--- config.mk ---
export PLATFORM = sky130hd
export DESIGN_NAME = tse_descriptor_dispatch
export DESIGN_NICKNAME = d
export VERILOG_FILES = /design/src/rtl/tse_descriptor_dispatch.sv
export SDC_FILE = /design/constraint.sdc
export NUM_CORES = 1
export LEC_CHECK = 0
export ABC_AREA = 1
export ABC_CLOCK_PERIOD_IN_PS = 5100
export CORE_ASPECT_RATIO = 1.2
export CORE_MARGIN = 3
export CORE_UTILIZATION = 63
export DETAILED_ROUTE_END_ITERATION = 8
export DONT_BUFFER_PORTS = 1
export PLACE_DENSITY = 0.89
export SKIP_LAST_GASP = 1
export SYNTH_ARGS = -nofsm -noshare
export SYNTH_HDL_FRONTEND = slang
export SYNTH_SLANG_ARGS = --single-unit
export TNS_END_PERCENT = 20
--- constraint.sdc ---
create_clock -name i_clk -period 5.1 [get_ports i_clk]
set_input_delay 1.53 -clock i_clk [delete_from_list [all_inputs] [get_ports i_clk]]
set_output_delay 1.53 -clock i_clk [all_outputs]
set_load 0.05 [all_outputs]
--- src/rtl/tse_descriptor_dispatch.sv ---
// ----------------------------------------------------------------------------
// tse_descriptor_dispatch
//
// Purpose:
//   Buffers forwarding descriptors from the network input lookup in a small
//   FIFO and replicates each one onto the per-port descriptor interfaces of
//   output port 0 and/or port 1, holding each request until that port acks.
//   Announces the multicast reference count of every forwarded bufid to the
//   buffer manager and releases bufids whose outport bitmap is empty.
//   Only one descriptor is in flight at a time; later heads wait in the FIFO.
//
// Parameters:
//   FIFO_DEPTH  descriptor FIFO entries (power of two, 2..16)
//   FIFO_AW     log2(FIFO_DEPTH); the occupancy counter is FIFO_AW+1 bits
//
// Optional feature macro: DISPATCH_STATS_EN
//   Defined   : adds ov_dispatch_cnt_p0/_p1 and ov_drop_cnt (32-bit wrapping
//               counters, cleared by i_rst).
//   Undefined : those ports and registers do not exist.
//
// Ports:
//   i_clk, i_rst                  clock, asynchronous active-high reset
//   iv_tsntag/pkt_type/bufid/outport, i_descriptor_wr
//                                 input descriptor and its one-cycle strobe
//   o_fifo_full                   registered, FIFO holds FIFO_DEPTH entries
//   ov_*_p0/_p1, o_descriptor_wr_p0/_p1, i_descriptor_ack_p0/_p1
//                                 per-port descriptor request and ack
//   ov_refcnt_bufid, ov_refcnt, o_refcnt_wr
//                                 reference-count announcement pulse
//   ov_free_bufid, o_free_bufid_wr
//                                 release pulse for zero-bitmap descriptors
//   ov_fsm_state                  current dispatch FSM state (debug)
//
// Per-port handshake: o_descriptor_wr_pN is a level request; the fields on
// that port are valid and stable for as long as it is high. The port answers
// with a one-cycle i_descriptor_ack_pN pulse during WAIT_ACK and the request
// drops on the following edge. Acks on untargeted ports or outside WAIT_ACK
// are ignored.
// ----------------------------------------------------------------------------
module tse_descriptor_dispatch #(
    parameter int FIFO_DEPTH = 4,
    parameter int FIFO_AW    = 2
) (
    input  logic        i_clk,
    input  logic        i_rst,
    input  logic [47:0] iv_tsntag,
    input  logic [2:0]  iv_pkt_type,
    input  logic [8:0]  iv_bufid,
    input  logic [1:0]  iv_outport,
    input  logic        i_descriptor_wr,
    output logic        o_fifo_full,
    output logic [47:0] ov_tsntag_p0,
    output logic [2:0]  ov_pkt_type_p0,
    output logic [8:0]  ov_bufid_p0,
    output logic        o_descriptor_wr_p0,
    input  logic        i_descriptor_ack_p0,
    output logic [47:0] ov_tsntag_p1,
    output logic [2:0]  ov_pkt_type_p1,
    output logic [8:0]  ov_bufid_p1,
    output logic        o_descriptor_wr_p1,
    input  logic        i_descriptor_ack_p1,
    output logic [8:0]  ov_refcnt_bufid,
    output logic [1:0]  ov_refcnt,
    output logic        o_refcnt_wr,
    output logic [8:0]  ov_free_bufid,
    output logic        o_free_bufid_wr,
`ifdef DISPATCH_STATS_EN
    output logic [31:0] ov_dispatch_cnt_p0,
    output logic [31:0] ov_dispatch_cnt_p1,
    output logic [31:0] ov_drop_cnt,
`endif
    output logic [1:0]  ov_fsm_state
);

    typedef struct packed {
        logic [47:0] tag;
        logic [2:0]  ptype;
        logic [8:0]  bufid;
        logic [1:0]  outport;
    } desc_t;

    typedef enum logic [1:0] {
        S_IDLE     = 2'd0,
        S_ISSUE    = 2'd1,
        S_WAIT_ACK = 2'd2
    } state_t;

    localparam logic [FIFO_AW:0] DEPTH_C = (FIFO_AW + 1)'(FIFO_DEPTH);

    // ------------------------------------------------------------------
    // Descriptor FIFO
    // ------------------------------------------------------------------
    desc_t              mem_q [FIFO_DEPTH];
    logic [FIFO_AW-1:0] wptr_q, wptr_d;
    logic [FIFO_AW-1:0] rptr_q, rptr_d;
    logic [FIFO_AW:0]   count_q, count_d;
    logic               full_q;
    logic               empty;
    logic               push_ok;
    logic               pop;
    desc_t              head;

    assign empty = (count_q == '0);
    assign head  = mem_q[rptr_q];

    // A write while full is only taken when the FSM pops in the same cycle,
    // which keeps the occupancy at FIFO_DEPTH.
    assign push_ok = i_descriptor_wr && (!full_q || pop);

    always_comb begin
        wptr_d  = wptr_q;
        rptr_d  = rptr_q;
        count_d = count_q;
        if (push_ok) begin
            wptr_d = wptr_q + 1'b1;
        end
        if (pop) begin
            rptr_d = rptr_q + 1'b1;
        end
        case ({push_ok, pop})
            2'b10:   count_d = count_q + (FIFO_AW + 1)'(1);
            2'b01:   count_d = count_q - (FIFO_AW + 1)'(1);
            default: count_d = count_q;
        endcase
    end

    // Storage is data only; validity is tracked by the pointers and counter.
    always_ff @(posedge i_clk) begin
        if (push_ok) begin
            mem_q[wptr_q] <= {iv_tsntag, iv_pkt_type, iv_bufid, iv_outport};
        end
    end

    always_ff @(posedge i_clk or posedge i_rst) begin
        if (i_rst) begin
            wptr_q  <= '0;
            rptr_q  <= '0;
            count_q <= '0;
            full_q  <= 1'b0;
        end else begin
            wptr_q  <= wptr_d;
            rptr_q  <= rptr_d;
            count_q <= count_d;
            full_q  <= (count_d == DEPTH_C);
        end
    end

    // ------------------------------------------------------------------
    // Dispatch FSM
    // ------------------------------------------------------------------
    state_t     state_q, state_d;
    desc_t      work_q;
    logic       load;
    logic [1:0] wr_q, wr_d;
    logic [1:0] ack_seen_q, ack_seen_d;
    logic [1:0] acked;
    logic       refcnt_wr;
    logic       free_wr;

    // Acks that count: only in WAIT_ACK, only on targeted ports, only once.
    assign acked = (state_q == S_WAIT_ACK)
                 ? ({i_descriptor_ack_p1, i_descriptor_ack_p0} & work_q.outport & ~ack_seen_q)
                 : 2'b00;

    always_comb begin
        state_d    = state_q;
        wr_d       = wr_q;
        ack_seen_d = ack_seen_q;
        pop        = 1'b0;
        load       = 1'b0;
        refcnt_wr  = 1'b0;
        free_wr    = 1'b0;
        case (state_q)
            S_IDLE: begin
                if (!empty) begin
                    pop = 1'b1;
                    if (head.outport == 2'b00) begin
                        free_wr = 1'b1;
                    end else begin
                        load      = 1'b1;
                        refcnt_wr = 1'b1;
                        // Request registers rise on this edge so they are
                        // already high during ISSUE.
                        wr_d      = head.outport;
                        state_d   = S_ISSUE;
                    end
                end
            end
            S_ISSUE: begin
                ack_seen_d = 2'b00;
                state_d    = S_WAIT_ACK;
            end
            S_WAIT_ACK: begin
                ack_seen_d = ack_seen_q | acked;
                wr_d       = wr_q & ~acked;
                if ((ack_seen_d & work_q.outport) == work_q.outport) begin
                    state_d = S_IDLE;
                end
            end
            default: begin
                state_d = S_IDLE;
            end
        endcase
    end

    always_ff @(posedge i_clk or posedge i_rst) begin
        if (i_rst) begin
            state_q    <= S_IDLE;
            work_q     <= '0;
            wr_q       <= 2'b00;
            ack_seen_q <= 2'b00;
        end else begin
            state_q    <= state_d;
            wr_q       <= wr_d;
            ack_seen_q <= ack_seen_d;
            if (load) begin
                work_q <= head;
            end
        end
    end

    // ------------------------------------------------------------------
    // Outputs
    // ------------------------------------------------------------------
    assign o_fifo_full        = full_q;
    assign ov_fsm_state       = state_q;

    assign o_descriptor_wr_p0 = wr_q[0];
    assign ov_tsntag_p0       = wr_q[0] ? work_q.tag   : '0;
    assign ov_pkt_type_p0     = wr_q[0] ? work_q.ptype : '0;
    assign ov_bufid_p0        = wr_q[0] ? work_q.bufid : '0;

    assign o_descriptor_wr_p1 = wr_q[1];
    assign ov_tsntag_p1       = wr_q[1] ? work_q.tag   : '0;
    assign ov_pkt_type_p1     = wr_q[1] ? work_q.ptype : '0;
    assign ov_bufid_p1        = wr_q[1] ? work_q.bufid : '0;

    // Reference count is the popcount of the (non-zero) head bitmap.
    assign o_refcnt_wr        = refcnt_wr;
    assign ov_refcnt_bufid    = refcnt_wr ? head.bufid : '0;
    assign ov_refcnt          = refcnt_wr
                              ? {head.outport[1] & head.outport[0], head.outport[1] ^ head.outport[0]}
                              : 2'b00;

    assign o_free_bufid_wr    = free_wr;
    assign ov_free_bufid      = free_wr ? head.bufid : '0;

`ifdef DISPATCH_STATS_EN
    // ------------------------------------------------------------------
    // Statistics counters (wrap at 2^32)
    // ------------------------------------------------------------------
    logic [31:0] disp_p0_q;
    logic [31:0] disp_p1_q;
    logic [31:0] drop_cnt_q;
    logic        drop_full;

    assign drop_full = i_descriptor_wr && !push_ok;

    always_ff @(posedge i_clk or posedge i_rst) begin
        if (i_rst) begin
            disp_p0_q  <= '0;
            disp_p1_q  <= '0;
            drop_cnt_q <= '0;
        end else begin
            disp_p0_q  <= disp_p0_q + 32'(acked[0]);
            disp_p1_q  <= disp_p1_q + 32'(acked[1]);
            // A full-drop and a zero-bitmap free can coincide in one cycle.
            drop_cnt_q <= drop_cnt_q + 32'(drop_full) + 32'(free_wr);
        end
    end

    assign ov_dispatch_cnt_p0 = disp_p0_q;
    assign ov_dispatch_cnt_p1 = disp_p1_q;
    assign ov_drop_cnt        = drop_cnt_q;
`endif

endmodule

# ---- Word-level counts from Yosys, hierarchy flattened
# Memory sizes are Yosys's and may differ from the RTL's.
# Index checks and enable logic that the tools add are counted.
dict set report word_totals {
  register_bits 76
  ram_bits 248
  input_bits 67
  output_inout_bits 147
  wordCells 73
  n_memories 1
}
# memory words word_bits rd rd_ports_with_merged_regs write_ports line
set mem_list {}
lappend mem_list {mem_q 4 62 1 0 1 93} ;# desc_t mem_q [FIFO_DEPTH];
dict set report classes {
  addsub 4
  n_eq_ne 9
  muxes 29
  n_bitwise 9
  n_reduce_logical 10
}
# cell n
set op_table {}
lappend op_table {{48-bit two-way mux} 2}
lappend op_table {{9-bit two-way mux} 4}
lappend op_table {{2-bit two-way mux} 7}
lappend op_table {{1-bit two-way mux} 10}
lappend op_table {{2-bit AND} 4}
lappend op_table {{2-bit case mux with 2 select lines} 2}
lappend op_table {{3-bit two-way mux} 2}
lappend op_table {{2-bit case mux with 3 select lines} 1}
lappend op_table {{3-bit case mux with 2 select lines} 1}
lappend op_table {{3-bit AND reduction} 2}
lappend op_table {{2-bit by 1-bit adder with 2-bit output, second input constant} 2}
lappend op_table {{2-bit by 1-bit equality test with 1-bit output, second input constant} 2}
lappend op_table {{2-bit equality test, second input constant} 2}
lappend op_table {{2-bit logical NOT} 2}
lappend op_table {{2-bit inequality test, second input constant} 2}
lappend op_table {{2-bit inverter} 2}
lappend op_table {{2-bit nonzero test} 2}
lappend op_table {{3-bit by 1-bit adder with 3-bit output, second input constant} 1}
lappend op_table {{3-bit equality test, second input constant} 1}
lappend op_table {{3-bit logical NOT} 1}
lappend op_table {{3-bit by 1-bit subtractor with 3-bit output, second input constant} 1}
lappend op_table {{2-bit equality test} 1}
lappend op_table {{2-bit by 1-bit inequality test with 1-bit output, second input constant} 1}
lappend op_table {{2-bit OR} 1}
lappend op_table {{5 further kinds} 5}

# ---- Depth between registers and ports, before layout
# Gate-level depths: netlist of the first run.
dict set report logic_depth {
  depth_word 8
  mapped_depth 15
  depth_no_buf 13
}

# ---- Least setup slack after synthesis of the first run
# OpenSTA, ideal clock, no wires.
dict set report synth_timing {
  kind {input -> register}
  from {input i_descriptor_wr}
  to {memory mem_q[0][0] (netlist name) (enable)}
  setup_time_ns 0.482
  arrival_time_ns 4.273
  required_time_ns 4.618
  slack_ns 0.344
  stages 2
  path_buffers 0
  path_cell_list {nand2_1 -> nor2_1}
}
dict set report synth_via {
  elab_chain_cells 3
}
# item line
set synth_lines {}
lappend synth_lines {{from (decl)} 50} ;# input logic i_descriptor_wr,
lappend synth_lines {{1-bit logical AND} 108} ;# assign push_ok = i_descriptor_wr && (!full_q || pop);
lappend synth_lines {{1-bit two-way mux} 129} ;# if (push_ok) begin
lappend synth_lines {{1-bit two-way mux (implied by the code)} 130} ;# mem_q[wptr_q] <= {iv_tsntag, iv_pkt_type, iv_bufid, iv_outport};
lappend synth_lines {{to (decl)} 93}
# Every way passes these cells.

# ---- Worst setup path in the final report of the first run
dict set report layout_timing {
  from {register rptr_q[0]}
  to {output ov_refcnt_bufid[4]}
}
dict set report layout_via {
  elab_chain_cells 6
}
# item line
set layout_lines {}
lappend layout_lines {{from (decl)} 95} ;# logic [FIFO_AW-1:0] rptr_q, rptr_d;
lappend layout_lines {{from (signal assigned)} 142} ;# rptr_q <= rptr_d;
lappend layout_lines {{memory 4 x 62 bit (*)} --}
lappend layout_lines {{2-bit logical NOT} 177} ;# if (head.outport == 2'b00) begin
lappend layout_lines {{1-bit two-way mux} 177}
lappend layout_lines {{1-bit two-way mux} 175} ;# if (!empty) begin
lappend layout_lines {{1-bit two-way mux} 173} ;# case (state_q)
lappend layout_lines {{9-bit two-way mux (*)} 240} ;# assign ov_refcnt_bufid = refcnt_wr ? head.bufid : '0;
lappend layout_lines {{to (decl)} 62} ;# output logic [8:0] ov_refcnt_bufid,
# Every way passes the cells marked *; elsewhere a longest branch is shown, timed or not.

==> impl_metrics.env, run 1 <==
export IMPL_outcome="finished, final reports clean"
export IMPL_p_int_w=0.00580
export IMPL_first_pass_iters=6
export IMPL_power_frac_comb_pct=41.8
export IMPL_ff2ff_path_depth=11
export IMPL_avgSynthCellArea_um2=10.3
export IMPL_post_cts_buffers=0
export IMPL_synth_edf_count=248
export IMPL_relSlewSlack_pct=29.2
export IMPL_cp_end_kind="output port"
export IMPL_maxCapViolCount=0
export IMPL_finalClockSkew_ns=0.00884
export IMPL_path_class="flop to output port"
export IMPL_cts_buffers_inserted=29
export IMPL_worstPathArrival_ns=3.13
export IMPL_num_vias=9169
export IMPL_power_share_sequential_pct=37.5
export IMPL_met1_usage_pct=30.5
export IMPL_cts_root_buf="clkbuf_16"
export IMPL_period_needed_ns=4.66
export IMPL_switching_share_pct=45.4
export IMPL_die_w_um=140
export IMPL_yosysSeqAreaShare_pct=68.7
export IMPL_dr_first_iter_drc_count=754
export IMPL_rsz0062_at_grt="false"
export IMPL_clock_sinks=324
export IMPL_syn_area_mm2=0.0136
export IMPL_htree_levels=1
export IMPL_start_util_pct=64.5
export IMPL_p_sw_w=0.00482
export IMPL_timing_final_crit_share_pct=91.4
export IMPL_antennaDiodeCount=0
export IMPL_crit_required_ns=3.57
export IMPL_synthToLayoutAreaGrowth_pct=9.12
export IMPL_setup_viol_count_final=0
export IMPL_avgRoutedWirePerCell_um=18.3
export IMPL_power_density_mw_per_mm2=715
export IMPL_synthFlopType="edfxtp_1"
export IMPL_synth_area_leaders="edfxtp_1 55%, dfrtp_1 14%, nand2_1 10%"
export IMPL_worstSetupStartpoint="rptr_q[0]$_DFFE_PP0P_"
export IMPL_clk_latency_ns=0.53
export IMPL_yosys_top_cells_count="372 x nand2_1, 248 x edfxtp_1, 187 x nor2_1"
export IMPL_final_net_count=1397
export IMPL_rrSetupSlack_ns=1.63
export IMPL_drc=0
export IMPL_min_path_type="flop to flop"
export IMPL_yosysWarnings=0
export IMPL_fp_row_count=58
export IMPL_tightest_slew_ns=1.06
export IMPL_cts_tree="built"
export IMPL_overflow=0
export IMPL_grt_max_degree=77
export IMPL_critical_path_startpoint_type="flop"
export IMPL_grt_busiest_layer="met2"
export IMPL_hold_buffers=0
export IMPL_endpoint="ov_refcnt_bufid[4]"
export IMPL_hold_viol=0
export IMPL_cts_resized=0
export IMPL_place_hpwl_um=17600
export IMPL_yosys_cell_count_top_type="nand2_1"
export IMPL_async_flop_share_pct=23.5
export IMPL_reg2reg_to="work_q[17]$_DFFE_PP0P_"
export IMPL_p_clk_share_pct=20.6
export IMPL_routed_wl_um=29500
export IMPL_io_buffers=0
export IMPL_use_met3_pct=4.54
export IMPL_ys_types=23
export IMPL_rr_startpoint="rptr_q[0]$_DFFE_PP0P_"
export IMPL_core_mm2=0.0211
export IMPL_layout_drive_gt1_share_pct=7.01
export IMPL_gp_congestion=0.867
export IMPL_yosysTopAreaCellShare_pct=54.7
export IMPL_die_area_mm2=0.0234
export IMPL_met2_usage_pct=43.2
export IMPL_clkTransAtPathRegs_ns=0.06
export IMPL_final_max_slew_viol_count=0
export IMPL_syn_instance_count=1322
export IMPL_setup_tns_ns=0
export IMPL_drtAntennaViolNets=0
export IMPL_yosysTopAreaCell="edfxtp_1"
export IMPL_path_max_fanout=76
export IMPL_synthesis_nets=1400
export IMPL_max_freq_mhz=214
export IMPL_antenna_found_initial=0
export IMPL_power_total_w=0.0106
export IMPL_die_h_um=167
export IMPL_pin_count=214
export IMPL_worst_ir_drop_vdd_v=0.000762
export IMPL_grt_pass1_vias=9333
export IMPL_grt_pass1_wl_um=46500
export IMPL_routed_via_density=5.69
export IMPL_max_clock_path_buffers=3
export IMPL_track_usage_pct=24.8
export IMPL_yosys_register_bits=324
export IMPL_p_leak_nw=6.66
-- cells by family after synthesis --
logic type                 count (synthesis)  synth area share, %
AOI/OAI and AO/OA                        171                 6.32
xor gates and xnor gates                   2                0.129
DFF                                      324                 68.7
buffers and inverters                    221                 7.01
and+or+nand+nor                          593                 16.8
adders and majority gates                 11                 1.07
-- worst max-delay path, stage by stage (launching register included) --
cell	delay (ns)
dfrtp_4	0.49
inv_4	0.09
buf_4	0.42
buf_4	0.68
nand2_1	0.18
nand3_1	0.15
nand2_1	0.15
nor2_1	0.14
buf_4	0.23
-- power by group through the flow --
stage	sequential, W	combinational [W]	clock (W)
detailed placement	0.00402	0.00440	0
floorplan	0.00386	0.00371	0
global route	0.00405	0.00485	0.00232
CTS	0.00398	0.00445	0.00222
global placement	0.00398	0.00424	0
finish	0.00398	0.00444	0.00219
-- layer usage --
metal,wire (um),vias to the layer above
met5,0,-
met3,2370,80
met2,14900,440
li1,-,4243
met1,11300,4406
met4,955,0
-- worst min-delay path by stage --
| stage | from | endpoint | slack [ns] | depth (start not counted) |
|---|---|---|---|---|
| after floorplan | work_q[11]$_DFFE_PP0P_ | work_q[11]$_DFFE_PP0P_ | 0.47 | 2 |
| final | work_q[1]$_DFFE_PP0P_ | work_q[1]$_DFFE_PP0P_ | 0.51 | 2 |
| after global routing | work_q[56]$_DFFE_PP0P_ | work_q[56]$_DFFE_PP0P_ | 0.54 | 2 |
| after detailed placement | work_q[24]$_DFFE_PP0P_ | work_q[24]$_DFFE_PP0P_ | 0.49 | 2 |
| after CTS | work_q[24]$_DFFE_PP0P_ | work_q[24]$_DFFE_PP0P_ | 0.51 | 2 |
| after global placement | work_q[44]$_DFFE_PP0P_ | work_q[44]$_DFFE_PP0P_ | 0.49 | 2 |
-- metrics by stage --
step                hold slack (ns)  instances  setup slack [ns]  area (um^2)  util [%]
floorplan                     0.470       1322             0.344        13600         -
global placement              0.486       1558              1.16        13900      65.8
detailed placement            0.488       1558              1.07        13900      65.8
CTS                           0.505       1611             0.451        14900      70.3
global route                  0.535       1611             0.277        14900      70.3
finish                        0.508       1611             0.436        14900      70.3
-- flip-flops by register name, indices dropped and copies added, names as in the netlist --
name,count
ack_seen_q,2
wr_q,2
wptr_q,2
count_q,3
o_fifo_full,1
work_q,62
ov_fsm_state,2
rptr_q,2
mem_q,248
-- area by class of cell --
cell class / count / area, um^2
well taps: 270 / 338
multi-input cells: 777 / 3350
fillers: 1392 / 6270
flip-flops and latches: 324 / 9360
inverters: 152 / 576
clock inverters: 18 / 214
clock buffers: 35 / 748
repair buffers: 35 / 275
-- cell usage in the layout, fill, tap and decap left out, drive strengths merged, types with 4 or more instances in the layout --
master / n
buf: 35
nor2: 187
bufinv: 5
inv: 151
o21ai: 167
nand4: 4
dfrtp: 76
clkinv: 13
nand2: 372
clkbuf: 35
edfxtp: 248
nand3: 27
ha: 10
No activity file was read; power rests on OpenSTA's default activity.
==> run 2: changes to the inputs <==
--- a/config.mk
+++ b/config.mk
@@ -7,13 +7,14 @@
 export LEC_CHECK = 0
 export ABC_AREA = 1
 export ABC_CLOCK_PERIOD_IN_PS = 5100
+export CELL_PAD_IN_SITES_DETAIL_PLACEMENT = 2
+export CELL_PAD_IN_SITES_GLOBAL_PLACEMENT = 2
 export CORE_ASPECT_RATIO = 1.2
 export CORE_MARGIN = 3
-export CORE_UTILIZATION = 63
+export CORE_UTILIZATION = 40
 export DETAILED_ROUTE_END_ITERATION = 8
 export DONT_BUFFER_PORTS = 1
-export PLACE_DENSITY = 0.89
-export SKIP_LAST_GASP = 1
+export PLACE_DENSITY = 0.88
 export SYNTH_ARGS = -nofsm -noshare
 export SYNTH_HDL_FRONTEND = slang
 export SYNTH_SLANG_ARGS = --single-unit
==> run 2 against run 1 <==
Global-route usage fell by 1.8 points. Sequential cell count did not move. Critical path depth rose by 3. Critical path type unchanged. Largest cell class unchanged.
==> impl_metrics.env, run 2 (synthesis results as in run 1) <==
export IMPL_routed_via_density=5.23
export IMPL_cts_buffers_inserted=35
export IMPL_placed_cells=1740
export IMPL_multi_input_area_mm2=0.00335
export IMPL_max_clock_path_buffers=3
export IMPL_power_density_mw_per_mm2=740
export IMPL_outcome="finished, final reports clean"
export IMPL_crit_required_ns=3.57
export IMPL_core_mm2=0.0333
export IMPL_die_area_mm2=0.0363
export IMPL_final_max_slew_viol_count=0
export IMPL_fillerInstances=3401
export IMPL_relSlewSlack_pct=26.9
export IMPL_hold_viol=0
export IMPL_clk_latency_ns=0.53
export IMPL_io_buffers=0
export IMPL_path_class="flop to output port"
export IMPL_first_pass_iters=4
export IMPL_post_cts_buffers=0
export IMPL_cts_resized=0
export IMPL_most_common_layout_cells="372 x nand2_1, 248 x edfxtp_1, 183 x nor2_1"
export IMPL_rsz0062_at_grt="false"
export IMPL_max_freq_mhz=207
export IMPL_timing_final_crit_share_pct=94.8
export IMPL_maxCapViolCount=0
export IMPL_drc=0
export IMPL_cts_tree="built"
export IMPL_regArea_mm2=0.00936
export IMPL_p_leak_nw=6.77
export IMPL_antenna_found_initial=0
export IMPL_fp_row_count=73
export IMPL_start_util_pct=40.8
export IMPL_setup_tns_ns=0
export IMPL_whs_ns=0.514
export IMPL_drtAntennaViolNets=0
export IMPL_fin_util_pct=45.9
export IMPL_final_net_count=1405
export IMPL_path_max_fanout=40
export IMPL_cts_root_buf="clkbuf_16"
export IMPL_worstPathArrival_ns=3.31
export IMPL_cp_end_kind="output port"
export IMPL_finalClockSkew_ns=0.0293
export IMPL_instances_no_fill=1803
export IMPL_num_vias=9436
export IMPL_die_w_um=174
export IMPL_dr_first_iter_drc_count=594
export IMPL_critical_path_startpoint_type="flop"
export IMPL_hold_buffers=0
export IMPL_routed_wl_um=41700
export IMPL_pin_count=214
export IMPL_setup_viol_count_final=0
export IMPL_layout_drive_gt1_share_pct=7.76
export IMPL_min_path_type="flop to flop"
export IMPL_largest_register="mem_q"
export IMPL_largest_reg_flops=248
export IMPL_period_needed_ns=4.84
export IMPL_worst_ir_drop_vdd_v=0.000345
export IMPL_track_usage_pct=23.0
export IMPL_synthToLayoutAreaGrowth_pct=12.5
export IMPL_htree_levels=2
export IMPL_top_regs="mem_q (248), work_q (62), count_q (3)"
export IMPL_final_common_cell="nand2_1"
export IMPL_die_h_um=208
export IMPL_clkTransAtPathRegs_ns=0.06
export IMPL_grt_pass1_wl_um=64700
export IMPL_avgRoutedWirePerCell_um=23.1
export IMPL_overflow=0
export IMPL_tightest_slew_ns=1.10
export IMPL_power_total_w=0.0113
export IMPL_place_hpwl_um=27000
export IMPL_antennaDiodeCount=0
export IMPL_gp_congestion=0.744
export IMPL_clock_sinks=324
export IMPL_grt_pass1_vias=10800
export IMPL_grt_max_degree=103
## run 2: cell count changes in the layout (fill, tap and decap cells not counted), sizes merged
cell,change
buf,+2
bufinv,-2
clkbuf,+16
clkinv,-5
clkinvlp,+1
## run 2: final timing paths
kind / startpoint / end / slack [ns] / cells past startpoint
setup / recovery: rptr_q[0]$_DFFE_PP0P_ / ov_refcnt_bufid[5] / 0.26 / 11
hold / removal: work_q[17]$_DFFE_PP0P_ / work_q[17]$_DFFE_PP0P_ / 0.51 / 2
setup reg to reg: rptr_q[0]$_DFFE_PP0P_ / work_q[57]$_DFFE_PP0P_ / 1.46 / 13
hold reg to reg: work_q[17]$_DFFE_PP0P_ / work_q[17]$_DFFE_PP0P_ / 0.51 / 2
max in group asynchronous: i_rst / work_q[55]$_DFFE_PP0P_ / 3.19 / 2
min in group asynchronous: i_rst / work_q[17]$_DFFE_PP0P_ / 1.04 / 1
## run 2: worst max-delay path: stages (launching register included)
cell     delay (ns)
dfrtp_4        0.66
inv_6          0.33
nor2_1         0.09
nor2_1         0.10
o21ai_1        0.08
nand2_1        0.16
inv_1          0.07
ha_1           0.24
inv_1          0.13
nand3_4        0.37
nor2_1         0.26
buf_4          0.23
## run 2: report_power, final
part	total, W	switching [W]	internal (W)
logic	0.00462	0.00362	0.00101
registers	0.00415	0.000632	0.00352
clock network	0.00257	0.00104	0.00153
## run 2: cell type report
| class | instances | share of cell area [%] |
|---|---|---|
| Clock buffer | 51 | 6.58 |
| Clock inverter | 12 | 0.948 |
| Inverter | 152 | 3.78 |
| Multi-Input combinational cell | 777 | 21.8 |
| Sequential cell | 324 | 61.1 |
| Tap cell | 450 | 3.68 |
| Timing Repair Buffer | 37 | 2.06 |
## run 2: per-stage QoR
step / setup slack [ns] / instance area [um^2]
floorplan: 0.344 / 13600
global placement: 0.932 / 14200
detailed placement: 0.709 / 14200
CTS: 0.129 / 15300
global route: 0.00481 / 15300
finish: 0.265 / 15300
## run 2: per-layer routing
layer	global-route usage (%)	wire length, um
met5	0	0
met4	6.49	853
met3	5.02	2180
met2	43.1	22600
met1	26.1	16100
